`config.mk`:
```
export PLATFORM = sky130hd
export DESIGN_NAME = mips_cpu_store_buffer
export DESIGN_NICKNAME = d
export VERILOG_FILES = /design/src/rtl/mips_cpu_store_buffer.sv
export SDC_FILE = /design/constraint.sdc
export NUM_CORES = 1
export LEC_CHECK = 0
export ABC_AREA = 0
export CORE_MARGIN = 2
export CORE_UTILIZATION = 50
export CTS_CLUSTER_DIAMETER = 50
export CTS_CLUSTER_SIZE = 40
export DETAILED_ROUTE_END_ITERATION = 7
export HOLD_SLACK_MARGIN = 0.15
export PLACE_DENSITY = 0.88
export SYNTH_ARGS = -nofsm -noshare
export SYNTH_HDL_FRONTEND = slang
export SYNTH_SLANG_ARGS = --single-unit
```
`constraint.sdc`:
```
create_clock -name clk -period 3.6 [get_ports clk]
set_clock_uncertainty 0.05 [all_clocks]
set_input_delay 0.36 -clock clk [delete_from_list [all_inputs] [get_ports clk]]
set_output_delay 0.36 -clock clk [all_outputs]
set_load 0.03 [all_outputs]
```
`src/rtl/mips_cpu_store_buffer.sv`:
```
// rtl/mips_cpu_store_buffer.sv - posted-write store buffer between store merge and data memory
// Optional feature macro: MIPS_CPU_STORE_BUFFER_FWD_EN (full-word forwarding of buffered stores to loads)
module mips_cpu_store_buffer #(
  parameter int DEPTH = 4,
  parameter int AW    = 32
) (
  input  logic                   clk,
  input  logic                   reset,
  input  logic                   st_valid,
  output logic                   st_ready,
  input  logic [AW-1:0]          st_addr,
  input  logic [31:0]            st_data,
  input  logic [3:0]             st_byteenable,
  output logic                   mem_write,
  output logic [AW-1:0]          mem_address,
  output logic [31:0]            mem_writedata,
  output logic [3:0]             mem_byteenable,
  input  logic                   mem_waitrequest,
  input  logic                   ld_check,
  input  logic [AW-1:0]          ld_addr,
  output logic                   ld_hit,
  output logic                   ld_fwd_valid,
  output logic [31:0]            ld_fwd_data,
  output logic                   empty,
  output logic [$clog2(DEPTH):0] count
);
  localparam int PW = $clog2(DEPTH);
  localparam int CW = PW + 1;
  localparam logic [0:0] S_IDLE  = 1'b0;
  localparam logic [0:0] S_WRITE = 1'b1;

  logic [AW-3:0]    r_addr [DEPTH];
  logic [31:0]      r_data [DEPTH];
  logic [3:0]       r_be   [DEPTH];
  logic [DEPTH-1:0] r_valid;
  logic [PW-1:0]    r_wr_ptr;
  logic [PW-1:0]    r_rd_ptr;
  logic [CW-1:0]    r_count;
  logic [0:0]       r_state;
  logic [AW-1:0]    r_mem_address;
  logic [31:0]      r_mem_writedata;
  logic [3:0]       r_mem_byteenable;

  logic          w_push;
  logic          w_pop;
  logic          w_load;
  logic          w_more;
  logic [0:0]    w_next_state;
  logic [PW-1:0] w_next_ptr;
  logic [AW-3:0] w_cand_addr;
  logic [31:0]   w_cand_data;
  logic [3:0]    w_cand_be;
  logic [AW-3:0] w_src_addr;
  logic [31:0]   w_src_data;
  logic [3:0]    w_src_be;
  logic          w_match_any;
  logic          w_unused_bits;

  // Ready comes from registered occupancy only, so a full buffer never refills in the pop cycle
  assign st_ready   = !reset && (r_count < CW'(DEPTH));
  assign w_push     = st_valid && st_ready;
  assign w_next_ptr = r_rd_ptr + PW'(1);

  // Entry following the head; when the head is the only entry it can only come from the input port
  assign w_more      = (r_count > CW'(1)) || w_push;
  assign w_cand_addr = (r_count > CW'(1)) ? r_addr[w_next_ptr] : st_addr[AW-1:2];
  assign w_cand_data = (r_count > CW'(1)) ? r_data[w_next_ptr] : st_data;
  assign w_cand_be   = (r_count > CW'(1)) ? r_be[w_next_ptr]   : st_byteenable;

  // Drain control: pick what to pop, what to present to memory and the next state
  always_comb begin
    w_pop        = 1'b0;
    w_load       = 1'b0;
    w_next_state = r_state;
    w_src_addr   = r_addr[r_rd_ptr];
    w_src_data   = r_data[r_rd_ptr];
    w_src_be     = r_be[r_rd_ptr];
    case (r_state)
      S_IDLE: begin
        if (r_count != '0) begin
          if (r_be[r_rd_ptr] == 4'b0000) begin
            w_pop = 1'b1;
          end else begin
            w_load       = 1'b1;
            w_next_state = S_WRITE;
          end
        end
      end
      default: begin
        if (!mem_waitrequest) begin
          w_pop      = 1'b1;
          w_src_addr = w_cand_addr;
          w_src_data = w_cand_data;
          w_src_be   = w_cand_be;
          // A zero-lane follower is left for IDLE to discard so it never reaches memory
          if (w_more && (w_cand_be != 4'b0000)) begin
            w_load = 1'b1;
          end else begin
            w_next_state = S_IDLE;
          end
        end
      end
    endcase
  end

  // Entry storage; contents are qualified by r_valid so they need no reset
  always_ff @(posedge clk) begin
    if (w_push) begin
      r_addr[r_wr_ptr] <= st_addr[AW-1:2];
      r_data[r_wr_ptr] <= st_data;
      r_be[r_wr_ptr]   <= st_byteenable;
    end
  end

  // Pointers, occupancy, state and the registered memory request
  always_ff @(posedge clk) begin
    if (reset) begin
      r_valid          <= '0;
      r_wr_ptr         <= '0;
      r_rd_ptr         <= '0;
      r_count          <= '0;
      r_state          <= S_IDLE;
      r_mem_address    <= '0;
      r_mem_writedata  <= '0;
      r_mem_byteenable <= '0;
    end else begin
      if (w_pop) begin
        r_valid[r_rd_ptr] <= 1'b0;
        r_rd_ptr          <= w_next_ptr;
      end
      if (w_push) begin
        r_valid[r_wr_ptr] <= 1'b1;
        r_wr_ptr          <= r_wr_ptr + PW'(1);
      end
      r_count <= r_count + CW'(w_push) - CW'(w_pop);
      r_state <= w_next_state;
      if (w_load) begin
        r_mem_address    <= {w_src_addr, 2'b00};
        r_mem_writedata  <= w_src_data;
        r_mem_byteenable <= w_src_be;
      end
    end
  end

  // Load hazard: any buffered store, including the one being written, to the same word
  always_comb begin
    w_match_any = 1'b0;
    for (int i = 0; i < DEPTH; i++) begin
      if (r_valid[i] && (r_addr[i] == ld_addr[AW-1:2])) begin
        w_match_any = 1'b1;
      end
    end
  end

  assign ld_hit = ld_check && w_match_any;

`ifdef MIPS_CPU_STORE_BUFFER_FWD_EN
  logic [PW-1:0] w_scan_idx;
  logic [31:0]   w_young_data;
  logic [3:0]    w_young_be;

  // Walk oldest to youngest so the last match found is the most recent store
  always_comb begin
    w_scan_idx   = r_rd_ptr;
    w_young_data = '0;
    w_young_be   = '0;
    for (int k = 0; k < DEPTH; k++) begin
      w_scan_idx = r_rd_ptr + PW'(k);
      if (r_valid[w_scan_idx] && (r_addr[w_scan_idx] == ld_addr[AW-1:2])) begin
        w_young_data = r_data[w_scan_idx];
        w_young_be   = r_be[w_scan_idx];
      end
    end
  end

  assign ld_fwd_valid = ld_hit && (w_young_be == 4'b1111);
  assign ld_fwd_data  = ld_fwd_valid ? w_young_data : 32'h0;
`else
  assign ld_fwd_valid = 1'b0;
  assign ld_fwd_data  = 32'h0;
`endif

  assign w_unused_bits  = ^{st_addr[1:0], ld_addr[1:0]};
  assign mem_write      = (r_state == S_WRITE);
  assign mem_address    = r_mem_address;
  assign mem_writedata  = r_mem_writedata;
  assign mem_byteenable = r_mem_byteenable;
  assign empty          = (r_count == '0) && (r_state == S_IDLE);
  assign count          = r_count;

endmodule

```
After elaboration in Yosys (flattened, before gate mapping)
Memories as Yosys holds them, arrays and structs flattened. A register that Yosys moved wholly into a read port is not among the register bits.
Index checks and enable logic that the tools add are counted.
{ "totals": {"inputBits": 105, "ram_bits": 264, "output_inout_bits": 108, "wordCells": 85, "mem_count": 3, "regBits": 78} }
{ "op_classes": {"eq_ne": 4, "n_reduce_logical": 17, "add_sub_neg": 4, "n_mux": 39, "n_bitwise": 4, "n_lt_le_gt_ge": 6} }
{ "mem_list": {"columns": ["name", "depth", "word_bits", "read_ports", "rd_ports_with_merged_regs", "wr", "line_no", "text"], "rows": [
  ["r_data", 4, 32, 2, 1, 1, "33", "logic [31:0] r_data [DEPTH];"],
  ["r_addr", 4, 30, 6, 1, 1, "32", "logic [AW-3:0] r_addr [DEPTH];"],
  ["r_be", 4, 4, 2, 1, 1, "34", "logic [3:0] r_be [DEPTH];"]
]} }
{ "ops": {"columns": ["operator", "n"], "rows": [
  ["$eq A30 B30 Y1", 4],
  ["$mux W32", 3],
  ["$mux W30", 3],
  ["$mux W4", 6],
  ["$mux W1", 19],
  ["$mux W2", 6],
  ["$logic_and A1 B1 Y1", 11],
  ["$lt A2 B3 Y1 const B", 2],
  ["$add A2 B1 Y2 const B", 2],
  ["$and A4 B4 Y4", 1],
  ["$demux W1 S2", 2],
  ["$ge A2 B1 Y1 const B", 2],
  ["$logic_not A4 Y1", 1],
  ["$not A4 Y4", 1],
  ["$or A4 B4 Y4", 1],
  ["$reduce_bool A4 Y1", 1],
  ["$add A3 B1 Y3", 1],
  ["$gt A3 B1 Y1 const B", 1],
  ["$logic_not A3 Y1", 1],
  ["$lt A3 B3 Y1 const B", 1],
  ["$reduce_bool A3 Y1", 1],
  ["$sub A3 B1 Y3", 1],
  ["$logic_not A1 Y1", 1],
  ["$logic_or A1 B1 Y1", 1],
  ["$not A1 Y1", 1]
]} }

Logic depth before layout (Yosys ltp)
Gate-level depths: netlist of the first run.
{ "depth": {"ltp_word": 10, "mapped_depth": 13, "mapped_depth_nobuf": 9} }

Worst setup path after synthesis of the first run
OpenSTA, ideal clock, no wires.
{ "synth_timing": {"path_kind": "register to register", "start": "register r_rd_ptr[0]", "end": "register r_mem_address[29], in the netlist mem_address[29]", "path_stages_with_launch": 14, "path_buffers": 6, "period_less_slack_ns": 3.745, "arrival_time_ns": 3.563, "required_ns": 3.418, "setup_ns": 0.132, "setup_slack_ns": -0.145, "cell_sequence": "dfxtp_1 > clkbuf_1 > clkbuf_1 > inv_1 > ha_1 > buf_4 > clkbuf_1 > mux4_2 > or4_4 > o211a_1 > buf_6 > buf_6 > o221ai_1 > a21oi_1"} }
{ "synth_via": {"elab_chain_len": 8, "elab_cells_between_ends": 12, "classes_between": "add/sub: 1; mux: 7; reduce/logical: 2; memory: 2"} }
{ "synth_lines": {"columns": ["element", "line_no", "text"], "rows": [
  ["start: declaration", "37", "logic [PW-1:0] r_rd_ptr;"],
  ["start signal: assignment", "129", "r_rd_ptr <= w_next_ptr;"],
  ["$add A2 B1 Y2 (*)", "62", "assign w_next_ptr = r_rd_ptr + PW'(1);"],
  ["named net w_next_ptr[0]", "49", "logic [PW-1:0] w_next_ptr;"],
  ["$mem_v2 Z4 W4", null, null],
  ["$mux W4", "68", "assign w_cand_be = (r_count > CW'(1)) ? r_be[w_next_ptr] : st_byteenable;"],
  ["$reduce_bool A4 Y1", "96", "if (w_more && (w_cand_be != 4'b0000)) begin"],
  ["$logic_and A1 B1 Y1", "96", null],
  ["$mux W1", "96", null],
  ["$mux W1", "90", "if (!mem_waitrequest) begin"],
  ["$mux W1", "78", "case (r_state)"],
  ["end signal: assignment", "138", "r_mem_address <= {w_src_addr, 2'b00};"],
  ["end: declaration", "40", "logic [AW-1:0] r_mem_address;"]
]} }
The timed path passes the listed nets; every way through them passes the cells marked *.
A chain may end at the register's enable or synchronous reset.

==> results of run 1 <==
==> worst max-delay path: stages, from the launching register on <==
cell,delay (ps)
edfxtp_1,440
xnor2_1,400
nand4_1,130
nor4_1,330
nand4_1,150
a41oi_1,360
clkdlybuf4s50_1,740
==> routing by layer <==
| layer | wire [um] | track usage [%] | vias to the layer above |
|---|---|---|---|
| li1 | - | - | 5237 |
| met1 | 17810 | 36.54 | 6288 |
| met2 | 25480 | 46.38 | 994 |
| met4 | 1780 | 11.15 | 2 |
| met3 | 6005 | 5.306 | 127 |
| met5 | 11 | 0 | - |
==> final cells by class <==
class | count | area (um^2) | area share, %
Sequential cell | 344 | 9538 | 45.54
Tap cell | 455 | 569.3 | 2.718
Clock inverter | 16 | 260.3 | 1.243
Timing Repair Buffer | 213 | 2142 | 10.23
Inverter | 16 | 60.06 | 0.2868
Antenna cell | 6 | 15.01 | 0.07169
Clock buffer | 46 | 989.7 | 4.725
Multi-Input combinational cell | 787 | 7370 | 35.19
==> what timing repair did <==
| action | in CTS | in global routing |
|---|---|---|
| resized for setup | 0 | 1 |
| hold buffers | 1 | 0 |
| endpoints found under the setup margin | 0 | 1 |
| hold endpoints to repair | 1 | 0 |
==> final timing paths <==
path,to,slack (ps),cells past startpoint
max,ld_hit,130,6
min,mem_address[22],410,2
max reg2reg,mem_address[31],220,8
min reg2reg,mem_address[22],410,2
==> cell families (layout without fill, tap and decap cells) <==
logic type | after synthesis | count (layout)
AO/OA/AOI/OAI | 217 | 217
adder cells (fa/ha/maj) | 12 | 12
multiplexers | 133 | 133
flip-flops | 344 | 344
XOR/XNOR | 124 | 124
other | 1 | 41
buffers and inverters | 177 | 291
AND/OR/NAND/NOR | 266 | 266
==> where the power goes <==
part           internal [mW]  switching, mW  total [mW]
clock                   2.39           1.56        3.95
combinational           2.83           4.33        7.16
sequential              4.83          0.365        5.20
==> state kept, by name (all words and copies together), names as in the netlist, named ones only <==
signal,count
r_data,128
count,3
mem_address,30
r_addr,120
r_wr_ptr,2
r_be,16
r_valid,4
r_rd_ptr,2
mem_writedata,32
mem_write,1
mem_byteenable,4
==> through the flow <==
step                      utilization (%)  instances  power (mW)  cell area, um^2  setup WS [ps]
after floorplan                         -       1308       9.890            17710          124.3
after global placement              56.92       1814       12.15            19660          273.6
after detailed placement            56.92       1814       12.30            19660          256.5
after CTS                           60.57       1877       16.31            20920          152.1
after global routing                60.63       1883       16.95            20940          95.58
final                               60.63       1883       16.31            20940          131.6
==> cells in the final DEF (no fill, tap or decap), types with 2 or more instances in the layout <==
cell,netlist,layout
nor4_1,18,18
clkinv_2,0,2
nor3b_2,1,2
dfxtp_1,80,77
clkdlybuf4s50_1,0,172
o221ai_2,30,30
o221ai_1,36,36
xor2_1,44,44
buf_12,0,9
buf_4,41,30
bufinv_16,0,6
nand4_1,24,24
conb_1,1,35
clkbuf_16,0,37
ha_1,11,10
inv_1,16,12
inv_6,0,5
clkbuf_1,86,6
clkbuf_8,0,3
edfxtp_1,264,264
dfxtp_4,0,2
nand2_1,6,6
nand3_1,198,198
mux4_2,132,132
xnor2_1,80,79
a21oi_1,72,72
inv_2,0,4
diode_2,0,6
nor2_1,10,10
clkinvlp_4,0,2
o21ai_0,71,71
==> summary.txt, run 1 <==
Maximum number of pins on one net before global-route repair: 89
Final hold violations: 0
P&R area growth vs syn: 19.13%
H-tree depth: 2
Unrepaired setup endpoints after global routing: false
Worst hold start: mem_address[22]
CP endpoint kind: primary output
CP Launch Point: r_addr[2][26]
Seq/Total Area, Yosys: 54.20%
Starting DRT DRC Count: 1711
Post-Route Setup TNS: 0 ps
Starting density of the core: 50.89%
Detailed-placement wirelength estimate: 32180 um
EDFF count, synth: 264
Synthesized-area fraction occupied by ao, oa, aoi and oai cells: 8.839%
Final WL: 51090 um
All-Layer GR Usage: 27.99%
Clock root buffer: clkbuf_16
Worst Path Max Fanout: 3
Data required, critical path: 3190 ps
Minimum clock period after layout: 3468 ps
Beginning of the worst register-to-register path: r_rd_ptr[1]
Number of setup buffers added after CTS: 0
Leading cell type by number of instances after synthesis: edfxtp_1
Die Footprint: 36680 um^2
Launching element type of the critical path: flop
Via count: 12648
Number of clock sinks: 344
WHS: 413.1 ps
Leakage component of the power: 6.392 nW
Post-Synth Adder-Cell Area: 0.8967%
Routed WL per cell: 27.13 um
Final setup violation count: 0
Top cell types by occurrence after synthesis: edfxtp_1, nand3_1, mux4_2
Routed Antenna Nets: 0
Power density over cell area: 778.8 nW/um^2
Number of remaining DRC errors: 0
Most frequently used flop master after synthesis: edfxtp_1
Worst-case headroom to the max-slew limit: 25.27%
Maximum VDD drop: 0.6448 mV
Skew-Pair Late Insertion Delay: 530 ps
Post-synth top area share: 45.09%
Chip height: 191.5 um
Count of unique library cells instantiated by Yosys: 40
Count of standard-cell rows: 68
Detailed-routing iteration count for the pre-antenna-repair pass: 5
Highest clock frequency the design can meet: 288.3 MHz
Mux cell area share after synthesis: 16.97%
Avg Cell Area, Syn: 13.80 um^2
Run status: complete, no violations
Global route total overflow: 0
Critical setup path kind: flop to primary output
Xor/xnor share of the synthesized area: 6.177%
Clk buf depth: 3
Antenna violations before repair: 7
Inserted Clock Buffers: 34
FILL cells: 2523
Max_cap viols: 0
Core area: 34540 um^2
Max-slew violations: 0
Share of layout cells above drive strength 1: 19.55%
Wire length of the first global-routing pass: 76990 um
Routability-driven placement congestion ratio: 0.9993
Post-synthesis cell count: 1274
Synth area leaders: edfxtp_1, mux4_2, dfxtp_1
Die W: 191.5 um
Basic-gate share of the synthesized area counting and, or, nand and nor cells: 7.907%
Clock transition at the registers of the reported paths: 60 ps
Hold crit path type: flop to flop
Fin nets: 1513
Via-to-Cell Ratio: 6.717
WP data arrival: 3060 ps
Total of buffers placed on input and output ports: 173
Total standard cell area after synthesis: 17580 um^2
Main combinational cell family by area after synthesis: multiplexers
Ratio of final minimum period to clock period: 96.34%
Async set-or-reset flop fraction in the synthesized netlist: 0%
Slew at the pin with the worst max-slew slack: 1121 ps
Number of global-route vias before repair: 12700
Number of top-level pins: 213
Yosys reg bits: 344
Total number of yosys warnings: 0
TritonCTS clock tree: done
Area leader, netlist: edfxtp_1
(Power assumes the default switching activity.)
==> run 2, diff against run 1 <==
--- a/config.mk
+++ b/config.mk
@@ -6,7 +6,6 @@
 export NUM_CORES = 1
 export LEC_CHECK = 0
 export ABC_AREA = 0
-export CORE_MARGIN = 2
 export CORE_UTILIZATION = 50
 export CTS_CLUSTER_DIAMETER = 50
 export CTS_CLUSTER_SIZE = 40
==> run 2 against run 1 <==
Against the previous run: final cell count is 0.32% lower; critical endpoint is now mem_writedata[27]; fmax grew 5.5%; first-iteration DRC count shrank 12%; routed wire length decreased by 1.1%; largest power group unchanged; combinational power down 0.8%; critical path depth increased by 2.
==> summary.txt, run 2 (synthesis results as in run 1) <==
Run status: complete, no violations (unchanged)
Total placed instance area: 19690 um^2 (was 19660 um^2)
Most used cells in the layout excluding fill and tap cells: edfxtp_1, nand3_1, clkdlybuf4s50_1 (unchanged)
Worst Path Max Fanout: 27 (was 3)
Die W: 189.5 um (was 191.5 um)
Delay-heaviest family, CP: compound AO/OA/AOI/OAI gates (was buffers and inverters)
Final setup violation count: 0 (unchanged)
Skew-Pair Late Insertion Delay: 580 ps (was 530 ps)
Most utilized layer in the global route result: met2 (unchanged)
Total of buffers placed on input and output ports: 173 (unchanged)
WHS: 321.6 ps (was 413.1 ps)
Final WL: 50510 um (was 51090 um)
H-tree depth: 1 (was 2)
Starting DRT DRC Count: 1509 (was 1711)
Cell-by-cell listing of the critical path: inv_1 -> ha_4 -> mux4_2 -> or4_4 -> o211a_4 -> buf_12 -> o221ai_1 -> a21oi_1 (was xnor2_1 -> nand4_1 -> nor4_1 -> nand4_1 -> a41oi_1 -> clkdlybuf4s50_1)
All-Layer GR Usage: 27.88% (was 27.99%)
Final non-filler cell area: 20830 um^2 (was 20940 um^2)
GR Layer Usage met3: 4.912% (was 5.306%)
Leakage component of the power: 6.336 nW (was 6.392 nW)
Leading cell type in the layout, fill and taps excluded: edfxtp_1 (unchanged)
Routability-driven placement congestion ratio: 0.9298 (was 0.9993)
Hold crit path type: primary input to flop (was flop to flop)
Slew at the pin with the worst max-slew slack: 949.0 ps (was 1121 ps)
Highest clock frequency the design can meet: 304.3 MHz (was 288.3 MHz)
Clk buf depth: 3 (unchanged)
P&R area growth vs syn: 18.50% (was 19.13%)
Antenna violations before repair: 7 (unchanged)
Critical setup path kind: flop to flop (was flop to primary output)
Clock transition at the registers of the reported paths: 70 ps (was 60 ps)
WP data arrival: 3650 ps (was 3060 ps)
Post-Route Setup TNS: 0 ps (unchanged)
Maximum number of pins on one net before global-route repair: 135 (was 89)
FILL cells: 2533 (was 2523)
Wire length of the first global-routing pass: 75870 um (was 76990 um)
Detailed-routing iteration count for the pre-antenna-repair pass: 6 (was 5)
CTS resizes: 0 (unchanged)
Max stage delay on crit path: 590 ps (was 740 ps)
Launching element type of the critical path: flop (unchanged)
Starting density of the core: 50.89% (unchanged)
Final hold violations: 0 (unchanged)
Data required, critical path: 3960 ps (was 3190 ps)
Detailed-placement wirelength estimate: 31470 um (was 32180 um)
Number of global-route vias before repair: 12344 (was 12700)
Worst-case headroom to the max-slew limit: 36.73% (was 25.27%)
CP endpoint kind: flop (was primary output)
Ratio of final minimum period to clock period: 91.29% (was 96.34%)
Power density over cell area: 764.8 nW/um^2 (was 778.8 nW/um^2)
Clock root buffer: clkbuf_16 (unchanged)
Max_cap viols: 0 (unchanged)
Number of setup buffers added after CTS: 0 (unchanged)
Minimum clock period after layout: 3286 ps (was 3468 ps)
Fin nets: 1506 (was 1513)
Hold bufs inserted after CTS: 0 (was 1)
Crit-path slowest cell: or4_4 (was clkdlybuf4s50_1)
Critical path buffers and inverters: 2 (was 1)
Routed WL per cell: 26.91 um (was 27.13 um)
Number of clock sinks: 344 (unchanged)
Via count: 12622 (was 12648)
Share of layout cells above drive strength 1: 19.25% (was 19.55%)
TritonCTS clock tree: done (unchanged)
Register with the highest flop count: r_data (unchanged)
Unrepaired setup endpoints after global routing: false (unchanged)
Global-route track usage on met2: 46.77% (was 46.38%)
Global-route met1 utilization: 36.37% (was 36.54%)
Routed Antenna Nets: 0 (unchanged)
Core area: 34540 um^2 (unchanged)
Chip height: 189.5 um (was 191.5 um)
Count of standard-cell rows: 68 (unchanged)
Via-to-Cell Ratio: 6.725 (was 6.717)
Number of remaining DRC errors: 0 (unchanged)
Max-slew violations: 0 (unchanged)
Number of top-level pins: 213 (unchanged)
Inserted Clock Buffers: 31 (was 34)
Die Footprint: 35920 um^2 (was 36680 um^2)
Max reg flops: 128 (unchanged)
Global route total overflow: 0 (unchanged)
Maximum VDD drop: 0.6742 mV (was 0.6448 mV)
-- run 2: changes by cell type in the layout (fill, tap and decap cells not counted), sizes merged, moves of 2 or more --
cell	change
clkbuf	-13
buf	-3
diode	+3
bufinv	-2
clkinv	+4
inv	+7
-- run 2: routing by layer --
metal | vias to the layer above | wire length, um
li1 | 5228 | -
met1 | 6321 | 18040
met5 | - | 0
met3 | 113 | 5535
met2 | 960 | 25070
met4 | 0 | 1868
-- run 2: path summary, 6_finish.rpt --
path                  start                end  slack, ps  cells past startpoint
max             r_rd_ptr[1]  mem_writedata[27]        310                      8
min                   reset        r_wr_ptr[1]        320                      5
max reg2reg     r_rd_ptr[1]  mem_writedata[27]        310                      8
min reg2reg  mem_address[8]     mem_address[8]        410                      2
-- run 2: worst register-to-register path, cell delays in order, from the launching register on --
cell      delay (ps)
dfxtp_1          420
inv_1            120
ha_4             400
mux4_2           550
or4_4            590
o211a_4          360
buf_12           230
o221ai_1         280
a21oi_1          120
-- run 2: where the power goes --
group	leakage [nW]	internal, mW	switching [mW]
clock network	0.541	1.95	1.66
logic	2.74	2.81	4.29
registers	3.05	4.83	0.393
total	6.34	9.59	6.34
-- run 2: cell type report --
class                           instances  area [um^2]  share of cell area [%]
Multi-Input combinational cell        787         7362                   35.34
Timing Repair Buffer                  209         2162                   10.38
Inverter                               16        60.06                  0.2883
Sequential cell                       344         9540                   45.79
Tap cell                              455        569.3                   2.733
Antenna cell                            9        22.52                  0.1081
Clock buffer                           33        783.3                   3.760
Clock inverter                         24        334.1                   1.604
-- run 2: per-stage QoR --
step	worst slack, ps	utilization (%)	instances	power, mW
4_1_cts	46.62	60.24	1868	15.92
6_report	313.6	60.31	1877	15.93
3_3_place_gp	252.3	57.01	1811	12.15
5_1_grt	138.7	60.29	1874	16.53
2_1_floorplan	124.3	-	1308	9.890
3_5_place_dp	192.3	57.01	1811	12.30
==> run 3, diff against run 2 <==
--- a/config.mk
+++ b/config.mk
@@ -6,12 +6,12 @@
 export NUM_CORES = 1
 export LEC_CHECK = 0
 export ABC_AREA = 0
-export CORE_UTILIZATION = 50
+export CORE_UTILIZATION = 35
 export CTS_CLUSTER_DIAMETER = 50
 export CTS_CLUSTER_SIZE = 40
 export DETAILED_ROUTE_END_ITERATION = 7
 export HOLD_SLACK_MARGIN = 0.15
-export PLACE_DENSITY = 0.88
+export PLACE_DENSITY = 0.68
 export SYNTH_ARGS = -nofsm -noshare
 export SYNTH_HDL_FRONTEND = slang
 export SYNTH_SLANG_ARGS = --single-unit
==> run 3 against run 2 <==
Against the previous run: routed wire length rose by 4.7%; critical path depth fell by 2; largest power group unchanged; global-route usage fell by 7.2 points; count of clock-buffer cells in the layout rose by 9; critical path type is now flop to primary output; sequential cell count did not move; sequential power barely moved.
==> summary.txt, run 3 (synthesis results as in run 1) <==
Post-Route Setup TNS: 0 ps (unchanged)
Number of standard cells in the layout, taps in and fillers out: 2097 (was 1877)
Starting density of the core: 35.69% (was 50.89%)
Max_cap viols: 0 (unchanged)
Max stage delay on crit path: 460 ps (was 590 ps)
Delay-heaviest family, CP: simple AND/OR/NAND/NOR gates (was compound AO/OA/AOI/OAI gates)
Wire length of the first global-routing pass: 78850 um (was 75870 um)
Maximum number of pins on one net before global-route repair: 85 (was 135)
H-tree depth: 2 (was 1)
R2R Setup Slk: 390 ps (was 310 ps)
Number of setup buffers added after CTS: 0 (unchanged)
Highest clock frequency the design can meet: 306.0 MHz (was 304.3 MHz)
FILL cells: 4484 (was 2533)
Inserted Clock Buffers: 37 (was 31)
WP data arrival: 2860 ps (was 3650 ps)
Detailed-placement wirelength estimate: 33630 um (was 31470 um)
Register share of total power: 32.2% (was 32.8%)
Critical setup path kind: flop to primary output (was flop to flop)
Routed WL per cell: 25.22 um (was 26.91 um)
Routed Antenna Nets: 0 (unchanged)
CP endpoint kind: primary output (was flop)
Core area: 49250 um^2 (was 34540 um^2)
Depth of the worst register-to-register path: 8 (unchanged)
Total of buffers placed on input and output ports: 173 (unchanged)
Final setup violation count: 0 (unchanged)
Cell-internal power: 9.704 mW (was 9.593 mW)
Amount of wire on met3 after detailed routing: 5058 um (was 5535 um)
Clk network pwr share: 23.8% (was 22.7%)
Worst hold path depth: 5 (unchanged)
All-Layer GR Usage: 20.73% (was 27.88%)
Max-slew violations: 0 (unchanged)
Placed cell count: 2024 (was 1811)
TritonCTS clock tree: done (unchanged)
Hold path endpoint: r_wr_ptr[1] (unchanged)
Count of standard-cell rows: 81 (was 68)
Register with the highest flop count: r_data (unchanged)
Worst hold start: reset (unchanged)
Leading cell type in the layout, fill and taps excluded: edfxtp_1 (unchanged)
Starting DRT DRC Count: 1448 (was 1509)
Crit-path slowest cell: xnor2_1 (was or4_4)
Hold crit path type: primary input to flop (unchanged)
Via-to-Cell Ratio: 5.850 (was 6.725)
Worst-case setup margin in the final layout: 332.1 ps (was 313.6 ps)
Detailed-routing iteration count for the pre-antenna-repair pass: 5 (was 6)
Final hold violations: 0 (unchanged)
Number of top-level pins: 213 (unchanged)
Fin nets: 1516 (was 1506)
P&R area growth vs syn: 19.97% (was 18.50%)
Beginning of the worst register-to-register path: r_rd_ptr[1] (unchanged)
Antenna violations before repair: 7 (unchanged)
Clock transition at the registers of the reported paths: 70 ps (about the same)
Worst-case headroom to the max-slew limit: 30.15% (was 36.73%)
Minimum clock period after layout: 3268 ps (was 3286 ps)
Highest layer used for signal routing: met5 (was met4)
Data required, critical path: 3190 ps (was 3960 ps)
Final non-filler cell area: 21090 um^2 (was 20830 um^2)
Sw Share: 39.88% (was 39.80%)
Max reg flops: 128 (unchanged)
Most used cells in the layout excluding fill and tap cells: edfxtp_1, nand3_1, clkdlybuf4s50_1 (unchanged)
Cell-by-cell listing of the critical path: xnor2_1 -> nand4_1 -> nor4_1 -> nand4_1 -> a41oi_1 -> dlymetal6s2s_1 (was inv_1 -> ha_4 -> mux4_2 -> or4_4 -> o211a_4 -> buf_12 -> o221ai_1 -> a21oi_1)
Maximum VDD drop: 0.7052 mV (was 0.6742 mV)
Worst r2r dst: mem_address[6] (was mem_writedata[27])
Share of layout cells above drive strength 1: 20.03% (was 19.25%)
Placement Setup Slack: 236.4 ps (was 192.3 ps)
Detailed-route wire length on metal 1: 20570 um (was 18040 um)
Number of clock sinks: 344 (unchanged)
Routability-driven placement congestion ratio: 0.9774 (was 0.9298)
Clock root buffer: clkbuf_16 (unchanged)
Global route total overflow: 0 (unchanged)
Switching Power: 6.437 mW (was 6.342 mW)
Power density over cell area: 765.3 nW/um^2 (was 764.8 nW/um^2)
Leakage component of the power: 6.363 nW (was 6.336 nW)
Clk buf depth: 3 (unchanged)
Total placed instance area: 19850 um^2 (was 19690 um^2)
Final WL: 52880 um (was 50510 um)
Skew-Pair Late Insertion Delay: 550 ps (was 580 ps)
Routed length on met2: 25900 um (was 25070 um)
Number of global-route vias before repair: 12318 (was 12344)
Combinational share of power: 44.0% (was 44.6%)
Die W: 226.1 um (was 189.5 um)
Chip height: 226.1 um (was 189.5 um)
Ratio of final minimum period to clock period: 90.77% (was 91.29%)
Unrepaired setup endpoints after global routing: false (unchanged)
Number of remaining DRC errors: 0 (unchanged)
Launching element type of the critical path: flop (unchanged)
Worst Path Max Fanout: 3 (was 27)
Slew at the pin with the worst max-slew slack: 1048 ps (was 949.0 ps)
Via count: 12268 (was 12622)
Run status: complete, no violations (unchanged)
Most frequent CP cell: nand4_1
Critical path buffers and inverters: 1 (was 2)
Die Footprint: 51130 um^2 (was 35920 um^2)
run 3: worst max-delay path by stage:
stage | startpoint | end | slack [ps] | cells after the start
after floorplan | r_rd_ptr[0] | mem_address[29] | 120 | 12
after global placement | ld_addr[19] | ld_hit | 200 | 7
after detailed placement | ld_addr[19] | ld_hit | 240 | 7
after CTS | r_addr[2][17] | ld_hit | 20 | 6
after global routing | r_rd_ptr[1] | mem_writedata[9] | 300 | 8
final | r_addr[2][17] | ld_hit | 330 | 6
run 3: repair_timing:
item / CTS / global route
hold endpoints to repair: 0 / 0
resized for setup: 0 / 1
endpoints found under the setup margin: 0 / 1
hold buffers: 0 / 0
run 3: worst register-to-register path, stage by stage, from the launching register on:
cell and delay (ps):
dfxtp_1 370, inv_1 100, ha_4 360, mux4_2 540
or4_4 590, o211a_4 250, buf_4 310, o221ai_2 390
a21oi_1 110
run 3: cell type report:
cell class | instances | area, um^2 | area share (%)
diodes | 5 | 12.51 | 0.05932
clock buffers | 42 | 987.2 | 4.681
clock inverters | 26 | 241.5 | 1.145
inverters | 16 | 60.06 | 0.2847
multi-input cells | 787 | 7362 | 34.91
flip-flops and latches | 344 | 9540 | 45.23
well taps | 664 | 830.8 | 3.939
repair buffers | 213 | 2057 | 9.753
run 3: routing by layer:
| layer | vias to the layer above | GRT usage [%] |
|---|---|---|
| met5 | - | 0 |
| met4 | 4 | 6.495 |
| met3 | 82 | 3.864 |
| met2 | 702 | 34.35 |
| met1 | 6238 | 27.47 |
| li1 | 5242 | - |
run 3: stage by stage:
step / hold WS, ps / util [%] / total power, mW
final: 272.1 / 42.82 / 16.14
after global routing: 300.9 / 42.81 / 16.84
after CTS: 260.8 / 42.79 / 16.27
after detailed placement: 407.1 / 40.30 / 12.40
after global placement: 402.5 / 40.30 / 12.29
after floorplan: 404.5 / - / 9.890
run 3: power by group through the flow:
stage                     sequential [mW]  combinational [mW]  clock [mW]
final                                5.19                7.10        3.84
after global routing                 5.26                7.54        4.05
after CTS                            5.19                7.15        3.92
after detailed placement             5.27                7.13           0
after global placement               5.24                7.05           0
after floorplan                      5.95                3.94           0
==> RTL change 1: new RTL, config.mk and constraints of run 2 <==
The parameter `DEPTH` goes from 4 to 8.
--- a/src/rtl/mips_cpu_store_buffer.sv
+++ b/src/rtl/mips_cpu_store_buffer.sv
@@ -1,7 +1,7 @@
 // rtl/mips_cpu_store_buffer.sv - posted-write store buffer between store merge and data memory
 // Optional feature macro: MIPS_CPU_STORE_BUFFER_FWD_EN (full-word forwarding of buffered stores to loads)
 module mips_cpu_store_buffer #(
-  parameter int DEPTH = 4,
+  parameter int DEPTH = 8,
   parameter int AW    = 32
 ) (
   input  logic                   clk,
Interface: changed (resized count); port bits go from 213 to 214. The function was not compared with the original's and may differ.
==> RTL change 1 against run 2 <==
  * Power increased by 47%
  * Cell count increased by 64%
  * Sequential cell count increased by 272
  * Design area increased by 75%
  * Area after synthesis increased by 80%
  * Worst setup slack got worse by 0.15 ns
  * Critical path depth unchanged
  * Die area increased by 79%
  * Routed wire length increased by 77%
  * Hold slack got worse by 0.017 ns
  * Critical path type is now flop to output port
  * Largest cell class unchanged
  * Largest power group is now sequential cells
==> RTL change 1: results (changes against run 2) <==
<table>
<tr><th>Metric</th><th>Value</th></tr>
<tr><th colspan="2">Global route</th></tr>
<tr><td>Overall routing resource usage</td><td>28.2% (+0.27 points)</td></tr>
<tr><td>Vias in the first global route</td><td>20000 (+62%)</td></tr>
<tr><td>Global Route met3 Usage</td><td>5.24% (+0.33 points)</td></tr>
<tr><td>Global-route wire length before repair</td><td>133000 um (+75%)</td></tr>
<tr><td>GR Layer Usage met2</td><td>45.6% (-1.2 points)</td></tr>
<tr><th colspan="2">Placed design</th></tr>
<tr><td>Placement-stage worst setup slack</td><td>0.352 ns (+0.160 ns)</td></tr>
<tr><td>Post-DP Area</td><td>34200 um2 (+74%)</td></tr>
<tr><td>GPL Wtd Cong</td><td>0.998 (+7.3%)</td></tr>
<tr><th colspan="2">Synthesis</th></tr>
<tr><td>Unique masters post-synth</td><td>41 (+2.5%)</td></tr>
<tr><td>Most area-consuming cells after synthesis</td><td>edfxtp_1 (50%), mux4_2 (18%), mux2i_1 (6.5%), dfxtp_1 (5.6%), xnor2_1 (4.3%)</td></tr>
<tr><td>Adder-Cell Fraction of Synth Area</td><td>0.340% (-0.56 points)</td></tr>
<tr><td>Count of flip-flops with a built-in enable after synthesis</td><td>528 (+100%)</td></tr>
<tr><td>Share of cell area taken by muxes after synthesis</td><td>25.2% (+8.2 points)</td></tr>
<tr><td>Sequential cell area fraction in the yosys report</td><td>55.7% (+1.5 points)</td></tr>
<tr><th colspan="2">Power</th></tr>
<tr><td>Leakage</td><td>11.7 nW (+84%)</td></tr>
<tr><td>Worst voltage drop across the vdd grid</td><td>651 uV (-3.5%)</td></tr>
<tr><th colspan="2">Detailed routing</th></tr>
<tr><td>Detailed-route vias per instance</td><td>6.48 (-3.7%)</td></tr>
<tr><td>Starting DRT DRC Count</td><td>2393 (+59%)</td></tr>
<tr><td>Detailed-route wire length per cell</td><td>29.1 um (+8.3%)</td></tr>
<tr><th colspan="2">Clock tree</th></tr>
<tr><td>Skew-Pair Late Insertion Delay</td><td>0.66 ns (+0.08 ns)</td></tr>
<tr><td>H-tree depth reported by CTS</td><td>2 (+1)</td></tr>
<tr><th colspan="2">Critical path</th></tr>
<tr><td>Worst-path fanout max</td><td>3 (-89%)</td></tr>
<tr><td>Cell family with the largest share of critical-path delay</td><td>simple AND/OR/NAND/NOR gates</td></tr>
<tr><td>Slowest stage delay, CP</td><td>0.46 ns (-0.13 ns)</td></tr>
<tr><th colspan="2">Layout</th></tr>
<tr><td>Final layout net count</td><td>2286 (+52%)</td></tr>
<tr><td>Fraction of final layout cells with drive strength greater than 1</td><td>20.5% (+1.3 points)</td></tr>
<tr><th colspan="2">Run status</th></tr>
<tr><td>Outcome</td><td>complete, no violations</td></tr>
</table>
==> RTL change 1: cell count changes in the layout (fill, tap and decap cells not counted), sizes merged, moves of 65 or more <==
cell / change
o221ai: -66
nor2: +76
xnor2: +75
edfxtp: +264
nand2b: +65
mux2i: +205
nand3: -190
mux4: +128
==> RTL change 1: final timing paths <==
check | start | to | slack [ns] | cells past startpoint
hold reg to reg | mem_address[23] | mem_address[23] | 0.42 | 2
setup / recovery | r_addr[0][19] | ld_hit | 0.16 | 8
setup reg to reg | flop | count[2] | 0.38 | 12
hold / removal | reset | count[1] | 0.30 | 3
==> RTL change 1: worst min-delay path: stages <==
cell	delay (ns)
buf_4	0.16
buf_4	0.29
nor2_1	0.12
==> RTL change 1: stage by stage <==
stage	util, %	total power [mW]	std cells
after floorplan	-	14.2	2071
after global placement	55.0	16.2	2948
after detailed placement	55.0	16.4	2948
after CTS	58.7	23.5	3062
after global routing	58.7	24.2	3066
final	58.7	23.4	3070
==> RTL change 1: area by class of cell <==
cell class | instances | area [um2]
repair buffers | 236 | 2310
well taps | 837 | 1050
clock inverters | 49 | 729
multi-input cells | 1239 | 13100
diodes | 8 | 20.0
fillers | 4558 | 25700
clock buffers | 65 | 1550
inverters | 20 | 86.3
flip-flops and latches | 616 | 17600
==> RTL change 1: metal layers <==
layer / wire length (um) / up-vias
met5: 52 / -
met4: 3520 / 8
met3: 8740 / 238
met2: 43300 / 1288
met1: 33800 / 10100
li1: - / 8214
==> RTL change 1: power breakdown <==
part | switching (mW) | internal, mW
logic | 4.28 | 3.30
clock network | 3.24 | 3.85
registers | 0.410 | 8.31
total | 7.93 | 15.5
==> RTL change 2: new RTL, config.mk and constraints of run 2 <==
Without the edit above. Make the reset (`reset`) asynchronous in one clocked block.
--- a/src/rtl/mips_cpu_store_buffer.sv
+++ b/src/rtl/mips_cpu_store_buffer.sv
@@ -113,7 +113,7 @@
   end
 
   // Pointers, occupancy, state and the registered memory request
-  always_ff @(posedge clk) begin
+  always_ff @(posedge clk or posedge reset) begin
     if (reset) begin
       r_valid          <= '0;
       r_wr_ptr         <= '0;
Behaviour: differs if reset is asserted again (counterexample within 4 cycles, from zero or initial values and one cycle with reset high); with reset held inactive, the same outputs for 4 cycles.
==> RTL change 2 against run 2 <==
  * Non-clock buffer count is 5 lower
  * Core utilization is 1.1 points higher
  * Sequential cell count is 2 lower
  * Design area is 0.63% lower
  * Routed wire length is 15% lower
  * Worst setup slack worse by 0.21 ns
  * Sequential share of layout area is 2.0 points higher
  * Power is 14% higher
  * Sequential power is 3% higher
  * Hold slack better by 0.046 ns
  * Via count is 15% lower
  * Clock power is 9.7% higher
  * Area after synthesis is 1.9% lower
  * Critical endpoint is now ld_hit
  * Highest routed layer is now met5
==> RTL change 2: results (changes against run 2) <==
<table>
<tr><th>Metric</th><th>Value</th></tr>
<tr><th colspan="2">Run status</th></tr>
<tr><td>Outcome</td><td>complete, no violations</td></tr>
<tr><th colspan="2">Synthesis</th></tr>
<tr><td>Synthesized area divided by synthesized cell count</td><td>15.2 um2 (+10%)</td></tr>
<tr><td>Compound-cell area share of the yosys netlist</td><td>4.46% (-4.4 points)</td></tr>
<tr><td>Share of cell area taken by muxes after synthesis</td><td>22.5% (+5.5 points)</td></tr>
<tr><td>Async S/R FF share, synth</td><td>22.8% (+23 points)</td></tr>
<tr><td>Adder-Cell Fraction of Synth Area</td><td>0.914% (+0.018 points)</td></tr>
<tr><td>Unique masters post-synth</td><td>42 (+5.0%)</td></tr>
<tr><td>List of most frequent post-synthesis cells</td><td>edfxtp_1 (264), nor2_1 (104), o22ai_1 (102), mux2_2 (99), mux4_2 (96)</td></tr>
<tr><td>Most area-consuming cells after synthesis</td><td>edfxtp_1 (46%), mux4_2 (13%), dfrtp_1 (11%), mux2_2 (6.5%), xnor2_1 (4.0%)</td></tr>
<tr><td>Sequential cell area fraction in the yosys report</td><td>57.3% (+3.1 points)</td></tr>
<tr><td>Parity-gate share of the synthesized area counting xor and xnor cells</td><td>6.30% (+0.12 points)</td></tr>
<tr><th colspan="2">Critical path</th></tr>
<tr><td>Worst-path fanout max</td><td>3 (-89%)</td></tr>
<tr><td>Launching point of the worst reg2reg path</td><td>r_rd_ptr[0]</td></tr>
<tr><td>FF-to-FF End</td><td>mem_byteenable[3]</td></tr>
<tr><th colspan="2">Detailed routing</th></tr>
<tr><td>First-pass DRT Iterations</td><td>5 (-1)</td></tr>
<tr><td>Starting DRT DRC Count</td><td>932 (-38%)</td></tr>
<tr><th colspan="2">Layout</th></tr>
<tr><td>Filler instances</td><td>2445 (-3.5%)</td></tr>
<tr><td>Fraction of final layout cells with drive strength greater than 1</td><td>26.3% (+7.0 points)</td></tr>
<tr><th colspan="2">Power</th></tr>
<tr><td>Worst voltage drop across the vdd grid</td><td>613 uV (-9.1%)</td></tr>
<tr><th colspan="2">Global route</th></tr>
<tr><td>Antenna violations before repair</td><td>3 (-4)</td></tr>
<tr><td>Global-route wire length before repair</td><td>65900 um (-13%)</td></tr>
<tr><td>Overall routing resource usage</td><td>24.8% (-3.1 points)</td></tr>
<tr><th colspan="2">Placed design</th></tr>
<tr><td>Detailed placer's ending HPWL</td><td>28000 um (-11%)</td></tr>
<tr><td>Post-DP Area</td><td>19400 um2 (-1.3%)</td></tr>
<tr><td>GPL Wtd Cong</td><td>0.934 (+0.42%)</td></tr>
<tr><th colspan="2">Clock tree</th></tr>
<tr><td>Skew-Pair Late Insertion Delay</td><td>0.53 ns (-0.05 ns)</td></tr>
<tr><td>H-tree depth reported by CTS</td><td>2 (+1)</td></tr>
<tr><td>Num CTS Buffers</td><td>36 (+16%)</td></tr>
<tr><th colspan="2">Timing</th></tr>
<tr><td>Max-Slew Margin vs Limit</td><td>32.5% (-4.2 points)</td></tr>
</table>
## RTL change 2: cell types whose count changed after synthesis, moves of 40 or more
cell	change
a21oi_1	-72
dfrtp_1	+78
dfxtp_1	-80
mux2_2	+99
mux2_4	+40
nand3_1	-196
nor2_1	+94
o21ai_0	-64
o22ai_1	+102
## RTL change 2: area by class of cell
class / count / area [um2] / share of cell area [%]
diodes: 1 / 2.50 / 0.0121
clock buffers: 39 / 933 / 4.51
clock inverters: 27 / 338 / 1.63
inverters: 10 / 40.0 / 0.193
multi-input cells: 695 / 6880 / 33.2
flip-flops and latches: 342 / 9890 / 47.8
well taps: 448 / 561 / 2.71
repair buffers: 204 / 2060 / 9.97
## RTL change 2: how the worst max path moves through the flow
stage | start | endpoint | slack, ns | cells past startpoint
6_report | r_addr[2][0] | ld_hit | 0.11 | 6
5_1_grt | r_addr[2][0] | ld_hit | 0.07 | 6
4_1_cts | r_addr[2][0] | ld_hit | 0.19 | 6
3_3_place_gp | ld_addr[17] | ld_hit | 0.21 | 7
3_5_place_dp | ld_addr[17] | ld_hit | 0.24 | 7
2_1_floorplan | r_rd_ptr[0] | mem_address[10] | 0.02 | 13
## RTL change 2: power groups by stage
| stage | Combinational, mW | Clock, mW | Sequential, mW |
|---|---|---|---|
| 2_1_floorplan | 5.62 | 0 | 6.19 |
| 3_3_place_gp | 8.61 | 0 | 5.44 |
| 3_5_place_dp | 8.77 | 0 | 5.48 |
| 4_1_cts | 8.85 | 4.02 | 5.40 |
| 5_1_grt | 9.36 | 4.16 | 5.47 |
| 6_report | 8.77 | 3.96 | 5.40 |
## RTL change 2: critical path, stage by stage (launching register included)
cell and delay, ns:
edfxtp_1 0.45, xnor2_1 0.33, nand4_1 0.21, nor4_1 0.37, nand4_1 0.13, a41oi_1 0.33
clkdlybuf4s50_1 0.74
## RTL change 2: routing by layer
metal | vias to the layer above | part of all wire [%] | wire [um] | GRT usage, %
li1 | 4647 | - | - | -
met1 | 5389 | 38 | 16500 | 31.9
met2 | 547 | 49 | 21100 | 41.0
met3 | 94 | 9.6 | 4160 | 6.05
met4 | 4 | 3.1 | 1360 | 8.66
met5 | - | 0.063 | 27 | 0
## RTL change 2: logic make-up (layout without fill, tap and decap cells)
kind of cell / after synthesis / count (layout)
AND/OR/NAND/NOR: 168 / 168
adder cells (fa/ha/maj): 12 / 12
multiplexers: 235 / 235
buffers and inverters: 128 / 280
flip-flops: 342 / 342
AO/OA/AOI/OAI: 121 / 121
other: 1 / 36
XOR/XNOR: 124 / 124
